### src/rtl/uart_pkg.sv
// Shared UART definitions.
// Arbiter state encoding and the frame width shared with the transmitter.
package uart_pkg;

    localparam int UART_FRAME_BITS = 8;

    typedef enum logic [1:0] {
        ARB       = 2'd0,
        LAUNCH    = 2'd1,
        WAIT_BUSY = 2'd2,
        WAIT_DONE = 2'd3
    } arb_state_e;

endpackage

### src/rtl/rr_pick.sv
// Round-robin priority picker.
// Picks the first eligible index at or above ptr_i, wrapping around.
module rr_pick #(
    parameter int N = 4,
    parameter int W = $clog2(N)
) (
    input  logic [N-1:0] elig_i,
    input  logic [W-1:0] ptr_i,
    output logic [N-1:0] gnt_o,
    output logic         valid_o
);

    logic [W-1:0] idx;

    // Walk N slots from the pointer; the first eligible slot wins.
    always_comb begin
        gnt_o   = '0;
        valid_o = 1'b0;
        idx     = ptr_i;
        for (int k = 0; k < N; k++) begin
            if (!valid_o && elig_i[idx]) begin
                gnt_o[idx] = 1'b1;
                valid_o    = 1'b1;
            end
            idx = (idx == W'(N - 1)) ? '0 : idx + 1'b1;
        end
    end

endmodule

### src/rtl/uart_tx_arbiter.sv
// Round-robin arbiter sharing one UART transmitter between byte sources.
// Multi-byte packets keep the owner locked until the last byte is sent.
module uart_tx_arbiter
    import uart_pkg::*;
#(
    parameter int NUM_REQ      = 4,
    parameter int FRAME_BITS   = UART_FRAME_BITS,
    parameter int BUSY_TIMEOUT = 8
) (
    input  logic                          clk,
    input  logic                          reset,
    input  logic [NUM_REQ-1:0]            req,
    input  logic [NUM_REQ-1:0]            req_last,
    input  logic [NUM_REQ*FRAME_BITS-1:0] req_data,
    output logic [NUM_REQ-1:0]            req_ack,
    output logic [NUM_REQ-1:0]            grant,
    output logic                          tx_start,
    output logic [FRAME_BITS-1:0]         tx_data,
    input  logic                          tx_status,
    output logic                          busy,
    output logic                          timeout_err
);

    localparam int OW = $clog2(NUM_REQ);
    localparam int CW = $clog2(BUSY_TIMEOUT + 1);

    arb_state_e            state_q, state_d;
    logic [OW-1:0]         rr_q, rr_d;
    logic [OW-1:0]         owner_q, owner_d;
    logic                  locked_q, locked_d;
    logic                  last_q, last_d;
    logic [CW-1:0]         cnt_q, cnt_d;
    logic [FRAME_BITS-1:0] data_q, data_d;
    logic [NUM_REQ-1:0]    grant_q, grant_d;

    logic [NUM_REQ-1:0]    elig;
    logic [NUM_REQ-1:0]    pick_oh;
    logic                  pick_vld;
    logic [OW-1:0]         win_idx;
    logic [FRAME_BITS-1:0] win_data;
    logic                  win_last;
    logic [OW-1:0]         rr_nxt;

    // A locked packet owner is the only requester allowed to compete.
    assign elig = locked_q ? (req & grant_q) : req;

    assign rr_nxt = (owner_q == OW'(NUM_REQ - 1)) ? '0 : owner_q + 1'b1;

    rr_pick #(
        .N(NUM_REQ),
        .W(OW)
    ) u_pick (
        .elig_i (elig),
        .ptr_i  (rr_q),
        .gnt_o  (pick_oh),
        .valid_o(pick_vld)
    );

    // Fold the one-hot winner into an index plus its byte and last flag.
    always_comb begin
        win_idx  = '0;
        win_data = '0;
        win_last = 1'b0;
        for (int i = 0; i < NUM_REQ; i++) begin
            if (pick_oh[i]) begin
                win_idx  = OW'(i);
                win_data = req_data[i*FRAME_BITS +: FRAME_BITS];
                win_last = req_last[i];
            end
        end
    end

    // Next-state and pulse outputs of the arbitration FSM.
    always_comb begin
        state_d     = state_q;
        rr_d        = rr_q;
        owner_d     = owner_q;
        locked_d    = locked_q;
        last_d      = last_q;
        cnt_d       = cnt_q;
        data_d      = data_q;
        grant_d     = grant_q;
        tx_start    = 1'b0;
        req_ack     = '0;
        timeout_err = 1'b0;
        unique case (state_q)
            ARB: begin
                if (pick_vld) begin
                    owner_d = win_idx;
                    grant_d = pick_oh;
                    data_d  = win_data;
                    last_d  = win_last;
                    state_d = LAUNCH;
                end else if (!locked_q) begin
                    grant_d = '0;
                end
            end
            LAUNCH: begin
                tx_start = 1'b1;
                req_ack  = grant_q;
                cnt_d    = '0;
                state_d  = WAIT_BUSY;
            end
            WAIT_BUSY: begin
                if (tx_status) begin
                    state_d = WAIT_DONE;
                end else if (cnt_q == CW'(BUSY_TIMEOUT - 1)) begin
                    timeout_err = 1'b1;
                    locked_d    = 1'b0;
                    rr_d        = rr_nxt;
                    grant_d     = '0;
                    state_d     = ARB;
                end else begin
                    cnt_d = cnt_q + 1'b1;
                end
            end
            WAIT_DONE: begin
                if (!tx_status) begin
                    state_d = ARB;
                    if (last_q) begin
                        locked_d = 1'b0;
                        rr_d     = rr_nxt;
                        grant_d  = '0;
                    end else begin
                        locked_d = 1'b1;
                    end
                end
            end
            default: state_d = ARB;
        endcase
    end

    // State register with synchronous active-low reset.
    always_ff @(posedge clk) begin
        if (!reset) begin
            state_q  <= ARB;
            rr_q     <= '0;
            owner_q  <= '0;
            locked_q <= 1'b0;
            last_q   <= 1'b0;
            cnt_q    <= '0;
            data_q   <= '0;
            grant_q  <= '0;
        end else begin
            state_q  <= state_d;
            rr_q     <= rr_d;
            owner_q  <= owner_d;
            locked_q <= locked_d;
            last_q   <= last_d;
            cnt_q    <= cnt_d;
            data_q   <= data_d;
            grant_q  <= grant_d;
        end
    end

    assign tx_data = data_q;
    assign grant   = grant_q;
    assign busy    = (state_q != ARB);

endmodule

### config.mk
export PLATFORM = sky130hd
export DESIGN_NAME = uart_tx_arbiter
export DESIGN_NICKNAME = d
export VERILOG_FILES = /design/src/rtl/uart_pkg.sv /design/src/rtl/rr_pick.sv /design/src/rtl/uart_tx_arbiter.sv
export SDC_FILE = /design/constraint.sdc
export NUM_CORES = 1
export LEC_CHECK = 0
export CORE_ASPECT_RATIO = 0.6
export CORE_MARGIN = 2
export CORE_UTILIZATION = 46
export DETAILED_ROUTE_END_ITERATION = 8
export PLACE_DENSITY = 0.8
export SYNTH_ARGS = -nofsm -noshare
export SYNTH_HDL_FRONTEND = slang
export SYNTH_SLANG_ARGS = --single-unit
export TNS_END_PERCENT = 10
### constraint.sdc
create_clock -name clk -period 7.5 [get_ports clk]
set_clock_uncertainty 0.1 [all_clocks]
set_input_delay 0.75 -clock clk [delete_from_list [all_inputs] [get_ports clk]]
set_output_delay 0.75 -clock clk [all_outputs]
set_load 0.05 [all_outputs]
Yosys cells after proc, flatten, opt, wreduce, memory -nomap -nowiden
Cells that the tools add are included.
Storage, ports and cells
  word-level logic and storage cells: 132
  output and inout port bits: 19
  bits of input ports: 43
  bits in registers: 24
Operators by class
  bitwise gates (word level): 4
  order comparisons: 8
  add/sub/neg operators: 5
  reduce and logical (&&, ||, !) cells: 21
  equal/unequal tests: 16
  muxes and demuxes: 70
Operator list (count)
  two-way mux 4 bit: 14
  two-way mux 8 bit: 4
  two-way mux 2 bit: 14
  two-way mux 1 bit: 25
  equality test 2 bit, second input constant: 6
  < comparator 2 x 3 -> 1 bit, second input constant: 4
  inequality test 2 bit, second input constant: 6
  bitwise OR 4 bit: 3
  one-hot mux 4 bit (3 select lines): 1
  adder 2 x 1 -> 2 bit, second input constant: 4
  binary-select mux 1 bit (select 2 bit): 4
  demux 1 bit (select 2 bit): 4
  >= comparator 2 x 1 -> 1 bit, second input constant: 4
  one-hot mux 2 bit (4 select lines): 1
  one-hot mux 4 bit (2 select lines): 1
  logical AND 1 bit: 7
  inequality test 3 bit, second input constant: 2
  AND reduction 3 bit: 2
  AND reduction 6 bit: 1
  nonzero test 2 bit: 3
  AND reduction 5 bit: 1
  adder 4 x 1 -> 4 bit, second input constant: 1
  bitwise AND 4 bit: 1
  equality test 4 x 3 -> 1 bit, second input constant: 1
  8 further kinds: 10

Depth between registers and ports, before layout
Gate-level depths: netlist of the first run.
  depth in word-level cells: 18
  gate-level depth with buffers: 10
  depth with buffers taken out: 9

Modules after synthesis
Synthesis of the first run repeated with hierarchy kept, for this count alone.
Unflattened totals
  cells, all modules: 214
  area, all modules: 1786.7 µm²
Modules (own cells, without submodules)
  uart_tx_arbiter: times used 1, cells each 170, seq. area each 480.5 µm², area each 1390.1 µm²
  rr_pick: times used 1, cells each 44, seq. area each 0.0 µm², area each 396.6 µm²

Least setup slack after synthesis of the first run
OpenSTA, ideal clock, no wires.
  path kind: input-to-output
  start point: input tx_status
  end point: output timeout_err
  path buffers: 0
  required time: 6650 ps
  arrival: 1986 ps
  setup slack: 4664 ps
  stages: 2
  cell sequence: nand2b_1 > nor3_1
Between the ends
  longest elaborated chain between the ends: 2
Ends and longest elaborated chain
  from (decl): RTL line uart_tx_arbiter.sv:19  | input logic tx_status,
  two-way mux 1 bit: RTL line uart_tx_arbiter.sv:105  | if (tx_status) begin
  two-way mux 1 bit: RTL line uart_tx_arbiter.sv:86  | unique case (state_q)
  to (decl): RTL line uart_tx_arbiter.sv:21  | output logic timeout_err
No other way between the ends.

Final worst setup path of the first run
Same ends and word-level chain as after synthesis.

==> impl_metrics.env, run 1 <==
export IMPL_status="completed"
export IMPL_num_rows=17
export IMPL_track_usage=0.2266
export IMPL_path_clk_slew_ns=0.09
export IMPL_ys_async_sr_fraction=0
export IMPL_path_max_fanout=5
export IMPL_finalHoldViolations=0
export IMPL_yosys_register_bits=24
export IMPL_drv_slew=0
export IMPL_die_w_um=86.05
export IMPL_fin_crit_ns=3.311
export IMPL_p_comb_frac=0.444
export IMPL_cts_root_buf="clkbuf_8"
export IMPL_p_int_w=0.0003102
export IMPL_worst_hold_slack_ns=0.4099
export IMPL_syn_inst=210
export IMPL_synth_avg_cell_area_sq_um=8.848
export IMPL_vias=1806
export IMPL_cap_violations=0
export IMPL_syn_cell_area_sq_um=1858
export IMPL_synth_distinct_cells=49
export IMPL_setup_tns_final_ns=0
export IMPL_fill_cells=321
export IMPL_dp_hpwl_um=3673
export IMPL_critical_path_buf_inv_count=2
export IMPL_p_leak_nw=0.9660
export IMPL_numPortBuffers=61
export IMPL_ant_nets=0
export IMPL_die_area_sq_um=4580
export IMPL_final_setup_viol_count=0
export IMPL_worst_path_most_repeated_cell="clkdlybuf4s50_1"
export IMPL_nets=319
export IMPL_wl_um=4999
export IMPL_worst_path_largest_cell_delay_ns=0.83
export IMPL_worst_ep_required_time_ns=6.65
export IMPL_cts_num_sinks=24
export IMPL_worst_setup_path_start_kind="primary input"
export IMPL_cts_made_buffers=3
export IMPL_p_switching_w=0.0001811
export IMPL_grt_pass1_wl_um=7941
export IMPL_routedWlPerCell_um=15.97
export IMPL_first_pass_iters=4
export IMPL_via_per_inst=5.770
export IMPL_tritoncts="built"
export IMPL_start_util=0.4935
export IMPL_ir_worst_vdd_mv=0.1047
export IMPL_grt_pass1_vias=1683
export IMPL_fin_cells=313
export IMPL_ctsResizeCount=0
export IMPL_relSlewSlack=0.4451
export IMPL_fmax_mhz=302.0
export IMPL_route_detailed_drc=0
export IMPL_rsz0062_at_grt="no"
export IMPL_antenna_found_initial=0
export IMPL_io_pins=62
export IMPL_yosys_most_used_dff="dfxtp_1"
export IMPL_clkPwrFrac=0.233
export IMPL_syn_to_final_growth_pct=35.35
export IMPL_fin_crit_sh=0.4415
export IMPL_drive_above_1_share=0.1165
export IMPL_design_area_sq_um=2515
export IMPL_p_sw_frac=0.3687
export IMPL_yosysWarnings=0
export IMPL_crit_chain="clkdlybuf4s50_1, nand2b_1, nor3_1, clkdlybuf4s50_1"
export IMPL_post_cts_buffers=0
export IMPL_synth_nets=262
export IMPL_seq_area_frac_synth=0.2586
export IMPL_grt_ovfl_total=0
export IMPL_htreeDepth=1
export IMPL_share_seq_of_total_power=0.323
export IMPL_worst_slew_pin_slew_ns=0.8297
export IMPL_clock_latency_ns=0.27
export IMPL_hold_buffers=0
export IMPL_synth_edf_count=0
export IMPL_clockBufferDepth=2
export IMPL_power_density_nw_per_um2=195.3
export IMPL_dpl_cell_area_sq_um=2444
export IMPL_fp_dieH_um=53.23
export IMPL_gp_congestion=0.8814
export IMPL_dp_cells=309
export IMPL_min_delay_path_class="reg -> reg"
export IMPL_crit_arrival_ns=2.46
export IMPL_drt_iter0_markers=92
export IMPL_seq_area_sq_um=480.5
export IMPL_multiInputGateArea_sq_um=1264
export IMPL_diodes=0
export IMPL_grt_max_degree=26
export IMPL_crit_family="buffers and inverters"
export IMPL_power_w=0.0004913
export IMPL_cp_slowest_cell="clkdlybuf4s50_1"
export IMPL_crit_path_end_kind="output pin"
export IMPL_core_area_sq_um=3765
export IMPL_crit_type="in -> out"
-- synth_stat cells, types with 4 or more instances --
cell	n	share of area
a21boi_0	6	0.024
a21oi_1	7	0.019
a221o_1	10	0.054
a22o_2	6	0.032
a32o_1	9	0.048
and2_1	7	0.024
dfxtp_1	24	0.26
ha_1	9	0.061
inv_1	8	0.016
nand2_1	13	0.026
nand2b_1	17	0.057
nand3_1	7	0.019
nor2_1	16	0.032
nor2b_1	4	0.013
o21ai_0	14	0.038
-- kinds of logic after synthesis --
logic type	count (synthesis)	share of synthesized area
mux	3	0.02963
flops	24	0.2586
buf+inv	17	0.06129
fa+ha+maj	9	0.06061
simple gates	82	0.2431
compound gates	75	0.3468
-- sequential cells by signal (all words and copies together), names as in the netlist --
register / cells
cnt_q: 4
locked_q: 1
last_q: 1
state_q: 2
rr_q: 2
tx_data: 8
owner_q: 2
grant: 4
-- routing by layer --
layer	share of wire	vias up	wire length, um	GRT usage
met1	0.50	829	2496	0.3132
met5	0	-	0	0
li1	-	909	-	-
met2	0.41	66	2060	0.3437
met4	0.0034	0	17	0.04233
met3	0.085	2	424	0.07800
-- power groups by stage --
stage | Sequential [W] | Combinational (W) | Clock (W)
after CTS | 0.000159 | 0.000217 | 0.000117
final | 0.000159 | 0.000218 | 0.000115
after floorplan | 0.000193 | 0.000120 | 0
after detailed placement | 0.000161 | 0.000215 | 0
after global placement | 0.000161 | 0.000213 | 0
after global routing | 0.000161 | 0.000234 | 0.000121
-- through the flow --
stage / setup WS, ns / utilization
2_1_floorplan: 4.664 / -
6_report: 4.189 / 0.6680
3_5_place_dp: 4.097 / 0.6491
3_3_place_gp: 4.136 / 0.6491
5_1_grt: 4.129 / 0.6680
4_1_cts: 4.193 / 0.6680
-- layout make-up --
type / instances / area share
multi-input cells: 169 / 0.5025
repair buffers: 61 / 0.2428
flip-flops and latches: 24 / 0.1910
well taps: 47 / 0.02338
clock buffers: 3 / 0.01642
clock inverters: 1 / 0.01194
inverters: 8 / 0.01194
-- worst reg2reg max path: cells and delay by family, from the launching register on --
kind / cells / cell delay, ns
buf+inv: 1 / 0.20
compound gates: 5 / 1.39
fa+ha+maj: 1 / 0.44
simple gates: 1 / 0.52
flops: 1 / 0.46
-- path summary, 6_finish.rpt --
check                                           start                      end  slack, ns  cells after the start
worst max-delay path                        tx_status              timeout_err       4.19                      4
worst min-delay path            cnt_q[1]$_SDFFE_PN0P_    cnt_q[1]$_SDFFE_PN0P_       0.41                      2
worst max register to register   rr_q[0]$_SDFFE_PN0P_  tx_data[0]$_SDFFE_PN0P_       4.34                      8
worst min register to register  cnt_q[1]$_SDFFE_PN0P_    cnt_q[1]$_SDFFE_PN0P_       0.41                      2
-- layout by cell type (no fill, tap or decap), types with 2 or more instances in the layout --
cell type        instances
inv_1                    8
nor3_1                   3
a21oi_1                  7
clkdlybuf4s50_1         61
a32o_1                   9
a221o_1                 10
nor2b_1                  4
a221oi_4                 2
nand2_1                 13
or2_2                    2
o221a_2                  2
a21boi_0                 6
and3_1                   3
nand2b_1                17
a22o_2                   6
clkbuf_8                 3
ha_1                     9
a31o_2                   2
mux4_2                   2
a22o_1                   3
a31oi_1                  2
and2_1                   7
nand3b_1                 2
nand3_1                  7
nor2_1                  16
o21ai_0                 14
dfxtp_1                 24
a21o_2                   3
(Power assumes the default switching activity.)
==> inputs of run 2 (changes only) <==
--- a/config.mk
+++ b/config.mk
@@ -7,9 +7,9 @@
 export LEC_CHECK = 0
 export CORE_ASPECT_RATIO = 0.6
 export CORE_MARGIN = 2
-export CORE_UTILIZATION = 46
+export CORE_UTILIZATION = 42
 export DETAILED_ROUTE_END_ITERATION = 8
-export PLACE_DENSITY = 0.8
+export PLACE_DENSITY = 0.77
 export SYNTH_ARGS = -nofsm -noshare
 export SYNTH_HDL_FRONTEND = slang
 export SYNTH_SLANG_ARGS = --single-unit
==> constraint.sdc (replaced) <==
create_clock -name clk -period 2.95 [get_ports clk]
set_clock_uncertainty 0.1 [all_clocks]
set_input_delay 0.295 -clock clk [delete_from_list [all_inputs] [get_ports clk]]
set_output_delay 0.295 -clock clk [all_outputs]
set_load 0.05 [all_outputs]
==> impl_metrics.env, run 2 (synthesis results as in run 1) <==
export IMPL_status="completed"
export IMPL_die_area_sq_um=4989
export IMPL_htreeDepth=1
export IMPL_io_pins=62
export IMPL_cts_made_buffers=3
export IMPL_drt_iter0_markers=113
export IMPL_grt_pass1_wl_um=8286
export IMPL_dp_cells=329
export IMPL_cp_slowest_cell="nor3_1"
export IMPL_grt_max_degree=22
export IMPL_crit_family="compound AO/OA/AOI/OAI gates"
export IMPL_grt_pass1_vias=1731
export IMPL_worst_slew_pin_slew_ns=0.5754
export IMPL_ir_worst_vdd_mv=0.2246
export IMPL_path_clk_slew_ns=0.08
export IMPL_via_per_inst=5.669
export IMPL_tritoncts="built"
export IMPL_grt_ovfl_total=0
export IMPL_antenna_found_initial=0
export IMPL_top_layer="met4"
export IMPL_cts_num_sinks=24
export IMPL_p_leak_nw=1.020
export IMPL_gp_congestion=0.9418
export IMPL_m1WireLength_um=2588
export IMPL_cts_root_buf="clkbuf_8"
export IMPL_worst_path_largest_cell_delay_ns=0.51
export IMPL_clock_latency_ns=0.26
export IMPL_min_delay_path_class="reg -> reg"
export IMPL_drv_slew=0
export IMPL_critical_path_buf_inv_count=1
export IMPL_dpl_cell_area_sq_um=2512
export IMPL_dp_hpwl_um=3948
export IMPL_track_usage=0.2027
export IMPL_relSlewSlack=0.6124
export IMPL_largest_register_ffs=8
export IMPL_numPortBuffers=61
export IMPL_nets=332
export IMPL_routedWlPerCell_um=16.38
export IMPL_num_rows=18
export IMPL_diodes=0
export IMPL_drive_above_1_share=0.1727
export IMPL_fin_cells=338
export IMPL_design_area_sq_um=2650
export IMPL_die_w_um=89.87
export IMPL_core_area_sq_um=4189
export IMPL_first_pass_iters=4
export IMPL_worst_setup_path_start_kind="flip-flop"
export IMPL_wl_met2_um=2540
export IMPL_wl_um=5536
export IMPL_fp_dieH_um=55.52
export IMPL_syn_to_final_growth_pct=42.63
export IMPL_power_density_nw_per_um2=448.6
export IMPL_fmax_mhz=352.1
export IMPL_start_util=0.4435
export IMPL_vias=1916
export IMPL_crit_arrival_ns=2.90
export IMPL_ant_nets=0
export IMPL_crit_type="reg -> reg"
export IMPL_fin_crit_sh=0.9629
export IMPL_crit_chain="inv_1, ha_1, nor3_1, o21ai_1, a21oi_1, a221o_2, nand2b_1, a32o_1"
export IMPL_fin_crit_ns=2.840
export IMPL_route_detailed_drc=0
export IMPL_clockBufferDepth=2
export IMPL_final_cell_mix="clkdlybuf4s50_1, dfxtp_1, nand2b_1, nor2_1, nand2_1"
export IMPL_crit_path_end_kind="flip-flop"
export IMPL_worst_ep_required_time_ns=3.01
export IMPL_path_max_fanout=10
export IMPL_finalHoldViolations=0
export IMPL_final_common_cell="clkdlybuf4s50_1"
export IMPL_final_setup_viol_count=0
export IMPL_cap_violations=0
export IMPL_wl_met3_um=396
run 2: cell count changes in the layout (fill, tap and decap cells not counted), sizes merged:
| cell | change |
|---|---|
| buf | +11 |
| a221o | +2 |
| bufinv | -1 |
run 2: worst paths after layout:
| kind | start | endpoint | slack, ns | cells past startpoint |
|---|---|---|---|---|
| worst max register to register | rr_q[1]$_SDFFE_PN0P_ | tx_data[0]$_SDFFE_PN0P_ | 0.11 | 8 |
| worst min register to register | cnt_q[3]$_SDFFE_PN0P_ | cnt_q[3]$_SDFFE_PN0P_ | 0.40 | 1 |
| worst min-delay path | cnt_q[3]$_SDFFE_PN0P_ | cnt_q[3]$_SDFFE_PN0P_ | 0.40 | 1 |
| worst max-delay path | rr_q[1]$_SDFFE_PN0P_ | tx_data[0]$_SDFFE_PN0P_ | 0.11 | 8 |
run 2: area by class of cell:
cell class	instances	area, sq um
fill	373	1539
multi-input combinational	171	1330
timing repair buffer	72	693.2
sequential	24	480.5
tap	60	75.07
clock buffer	3	41.29
inverter	8	30.03
run 2: repair_timing:
action,in CTS,in global routing
endpoints found under the setup margin,0,10
hold buffers,0,0
resized for setup,0,11
setup buffers,0,4
run 2: stage by stage:
step                      hold WS (ns)  total power [W]  TNS (ns)    util  setup slack (ns)
after floorplan                 0.3208        0.0007955         0       -            0.1754
after detailed placement        0.3848        0.0009659   -0.1121  0.5998          -0.04166
final                           0.3976         0.001189         0  0.6326            0.1095
after CTS                       0.3991         0.001160         0  0.6096          0.006811
after global placement          0.3747        0.0009589         0  0.5998           0.09047
after global routing            0.4394         0.001250   -0.1162  0.6326          -0.02890
run 2: metal layers:
metal  track usage  vias up
met1        0.2762      901
met4       0.02637        0
met2        0.3279       74
li1              -      939
met3       0.06139        2
met5             0        -
run 2: where the power goes:
group          internal [W]  leakage, nW  switching [W]  total [W]
sequential         0.000366        0.197      0.0000367   0.000403
combinational      0.000263        0.802       0.000328   0.000591
clock             0.0000914       0.0216       0.000103   0.000195
==> inputs of run 3 (changes only) <==
--- a/config.mk
+++ b/config.mk
@@ -8,6 +8,7 @@
 export CORE_ASPECT_RATIO = 0.6
 export CORE_MARGIN = 2
 export CORE_UTILIZATION = 42
+export CTS_CLUSTER_SIZE = 25
 export DETAILED_ROUTE_END_ITERATION = 8
 export PLACE_DENSITY = 0.77
 export SYNTH_ARGS = -nofsm -noshare
==> results of run 3 <==
Same layout as run 2: the final DEF is identical, and so are final timing and power.
==> RTL edit 1 (config.mk and constraints of run 2) <==
The 4 states of `arb_state_e` get a one-hot encoding in 4 bits.
--- a/src/rtl/uart_pkg.sv
+++ b/src/rtl/uart_pkg.sv
@@ -5,9 +5,9 @@
     localparam int UART_FRAME_BITS = 8;
 
-    typedef enum logic [1:0] {
-        ARB       = 2'd0,
-        LAUNCH    = 2'd1,
-        WAIT_BUSY = 2'd2,
-        WAIT_DONE = 2'd3
+    typedef enum logic [3:0] {
+        ARB       = 4'b0001,
+        LAUNCH    = 4'b0010,
+        WAIT_BUSY = 4'b0100,
+        WAIT_DONE = 4'b1000
     } arb_state_e;
 
Formal check against the unedited RTL: same outputs for any inputs over 10 cycles, from zero or initial values and one cycle with reset low; not proved beyond that.
==> RTL edit 1 against run 2 <==
- cell area increased by 15%
- setup slack got worse by 15 ps
- wire length up 14%
- combinational power fell by 20%
- fmax down 0.51%
- critical path type unchanged
- synthesized area up 7.6%
- sequential cell count rose by 2
- power is essentially flat
- critical endpoint unchanged
==> RTL edit 1: results (changes against run 2) <==
- Status: finished clean
- Crit-path max FO: 5 (-5)
- Largest register FFs: 8 (unchanged)
- Layout cells sized above 1: 18.96% (+1.7 points)
- Drt first pass iters: 4 (unchanged)
- Post-synthesis mux area share: 8.573% (+5.6 points)
- DR vias: 2286 (+19%)
- H-tree depth: 1 (unchanged)
- All-Layer GR Usage: 24.28% (+4.0 points)
- Hold Path Depth: 2 (+1)
- Leak: 0.001119 uW (+9.8%)
- Synth top cells by count: dfxtp_1, a21oi_1, nand2_1, nor2_1, and2_1
- Worst VDD drop: 0.0002115 V (-5.8%)
- Worst-path clk slew: 90 ps
- Worst Hold Launch: grant[3]
- Antenna violations before repair: 0 (unchanged)
- Vias in the first global route: 2089 (+21%)
- Post-synthesis sequential area ratio: 26.03% (+0.17 points)
- Reg2Reg Launch Point: rr_q[0]
- Fill cells: 383 (+2.7%)
- Pre-CTS setup slack: -118.6 ps (-76.94 ps)
- Async SR Flop Fraction: 0% (unchanged)
- Synth cell types: 58 (+18%)
- Max-slew headroom at the worst pin: 65.98% (+4.7 points)
- Syn nets: 289 (+10%)
- Post-DP HPWL: 4990 um (+26%)
- Worst reg2reg path depth: 9 (+1)
- Post-Synth Adder-Cell Area: 5.006% (-1.1 points)
- Root Buffer: clkbuf_8
- N_diodes: 0 (unchanged)
- Final net count: 379 (+14%)
- Input/output buffers: 61 (unchanged)
- First-pass GRT wire length: 10310 um (+24%)
- Largest net degree at the start of global routing: 18 (-18%)
- HP Class: flop to flop
- Synth Area in XOR/XNOR: 0.4380% (+0.44 points)
- Synth area leaders: dfxtp_1, mux4_2, a21oi_1
- Final WL: 6328 um (+14%)
- GP Congestion: 0.9291 (-1.3%)
- WP data arrival: 2930 ps (+30 ps)
- Skew-Pair Late Insertion Delay: 280 ps (+20 ps)
- Hold Crit Endpoint: grant[3]
- Initial DRC count: 114 (+0.88%)
- Final Max Slew Viols: 0 (unchanged)
- Compound-Gate Fraction of Synth Area: 32.35% (-2.3 points)
## RTL edit 1: report_power, final
| group | total, uW | internal [uW] | switching, uW |
|---|---|---|---|
| logic | 471 | 215 | 256 |
| registers | 419 | 390 | 29.0 |
| clock network | 299 | 182 | 118 |
## RTL edit 1: worst max-delay path: stages (launching register included)
cell and delay [ps]:
dfxtp_2 380, ha_2 230, or2_4 160, mux4_2 550, a211o_1 360, mux2_4 290
o21ai_1 160, a311oi_1 110, buf_4 160, a221o_1 250
## RTL edit 1: layout make-up
class	instances	area [um2]	area share [%]
Clock buffer	3	41.29	1.355
Multi-Input combinational cell	195	1453	47.66
Tap cell	63	78.83	2.586
Clock inverter	1	30.03	0.9852
Timing Repair Buffer	96	898.4	29.47
Sequential cell	26	524.3	17.20
Inverter	6	22.52	0.7389
## RTL edit 1: worst max-delay path by stage
stage,startpoint,end,slack (ps),cells past startpoint
after floorplan,rr_q[0],last_q,10,9
after global placement,req[2],tx_data[2],-80,9
after detailed placement,req[1],tx_data[3],-120,8
after CTS,locked_q,tx_data[3],8,9
after global routing,rr_q[0],tx_data[0],-40,10
final,rr_q[0],tx_data[0],90,9
## RTL edit 1: kinds of logic (layout without fill, tap and decap cells)
family | count (synthesis) | after routing
AO/OA/AOI/OAI | 90 | 90
AND/OR/NAND/NOR | 86 | 86
flip-flops | 26 | 26
buffers and inverters | 17 | 106
multiplexers | 10 | 10
adder cells (fa/ha/maj) | 8 | 8
XOR/XNOR | 1 | 1
## RTL edit 1: what timing repair did
action,in CTS,in global routing
setup endpoints to repair,9,12
pin swaps,2,2
gates resized for setup,5,8
buffers inserted,1,0
## RTL edit 1: per-layer routing
layer  GRT usage, %  wire length [um]  vias up
li1               -                 -     1108
met1          37.49              3034     1065
met2          35.71              2668      105
met3          4.359               559        8
met4          4.202                66        0
met5              0                 0        -
## RTL edit 1: stage by stage
stage          setup TNS (ps)  cells  hold WS (ps)  area (um2)
2_1_floorplan               0    238         333.3        2006
4_1_cts                     0    390         392.9        3022
6_report                    0    390         388.5        3048
3_3_place_gp           -694.9    385         367.1        2922
5_1_grt                -53.60    390         414.3        3048
3_5_place_dp           -947.6    385         373.9        2922
==> RTL edit 2 (flow settings as in run 2) <==
Made on the original files. Change the package constant `UART_FRAME_BITS` from 8 to 6.
--- a/src/rtl/uart_pkg.sv
+++ b/src/rtl/uart_pkg.sv
@@ -3,5 +3,5 @@
 package uart_pkg;
 
-    localparam int UART_FRAME_BITS = 8;
+    localparam int UART_FRAME_BITS = 6;
 
     typedef enum logic [1:0] {
Ports: changed (resized req_data and tx_data); port bits go from 62 to 52. The function was not compared with the original's and may differ.
==> RTL edit 2 against run 2 <==
- synthesized area decreased by 6.5%
- wire length decreased by 4.2%
- cell area decreased by 5.1%
- count of clock-buffer cells in the layout unchanged
- non-clock buffer count decreased by 2
- sequential cell count decreased by 2
- setup slack got worse by 18 ps
- power decreased by 2.3%
- critical path depth unchanged
- largest cell class unchanged
==> RTL edit 2: results (changes against run 2) <==
- Status: finished clean
- Post-synthesis sequential area ratio: 25.36% (-0.50 points)
- Reg2Reg Launch Point: rr_q[0]
- FF-to-FF End: tx_data[4]
- Buffers, non-clock: 70 (-2.8%)
- Worst VDD drop: 0.0002964 V (+32%)
- Layout non-clock buf frac: 25.98% (-0.17 points)
- M3 GR Usage: 4.601% (-1.5 points)
- Vias in the first global route: 1811 (+4.6%)
- Max-slew headroom at the worst pin: 63.75% (+2.5 points)
- Largest net degree at the start of global routing: 18 (-18%)
- Placed instance area: 2421 um2 (-3.6%)
- Worst Hold Launch: cnt_q[3]
- Multi-input combinational area share: 48.58% (-1.6 points)
- All-Layer GR Usage: 22.80% (+2.5 points)
- Largest register FFs: 6 (-2)
- Met2 Use GR: 37.02% (+4.2 points)
- WL met2: 2186 um (-14%)
- Inverters: 17 (+9)
- Final WL: 5302 um (-4.2%)
- Layout cells sized above 1: 16.67% (-0.60 points)
- Setup slack after layout: 91.45 ps (-18.09 ps)
- Syn avg cell area: 8.309 um2 (-6.1%)
- Post-synthesis mux area share: 5.043% (+2.1 points)
- WP data arrival: 2910 ps (about the same)
- Met1 Wirelength: 2692 um (+4.0%)
- DR vias: 1946 (+1.6%)
- Multi-input comb cells: 163 (-4.7%)
- Multi-input gate area: 1221 um2 (-8.2%)
- Psw: 427.5 uW (-8.6%)
- Register area: 441.7 um2 (-8.1%)
- Synth top cells by count: nor2_1, dfxtp_1, inv_1, a311oi_1, o21a_1
- Input/output buffers: 51 (-16%)
- Pre-CTS setup slack: 40.35 ps (+82.01 ps)
- Routed wl met3: 423 um (+6.8%)
- Sequential cells: 22 (-8.3%)
- Compound-Gate Fraction of Synth Area: 38.62% (+3.9 points)
- Synth area leaders: dfxtp_1, a311oi_1, ha_1
- Top layer used by detailed routing: met3
- Grt met1 use: 33.15% (+5.5 points)
- Post-Synth Adder-Cell Area: 6.484% (+0.42 points)
RTL edit 2: cell count changes in the layout (fill, tap and decap cells not counted), sizes merged, moves of 9 or more:
| cell | change |
|---|---|
| clkdlybuf4s50 | -10 |
| o21ai | -9 |
| nor2 | +10 |
| a311oi | +14 |
| o21a | +9 |
| a221o | -11 |
| a22o | -9 |
| nand2b | -12 |
| a32o | -9 |
RTL edit 2: power groups by stage:
stage | clock [uW] | combinational, uW | sequential (uW)
2_1_floorplan | 0 | 246 | 435
3_3_place_gp | 0 | 491 | 368
3_5_place_dp | 0 | 495 | 369
4_1_cts | 286 | 499 | 362
5_1_grt | 301 | 547 | 368
6_report | 286 | 513 | 363
RTL edit 2: critical path, stage by stage (launching register included):
cell and delay [ps]:
dfxtp_1 410, inv_1 80, ha_1 310, inv_1 140
mux4_2 600, a21o_1 230, o32a_2 430, a311oi_1 290
o32ai_1 130
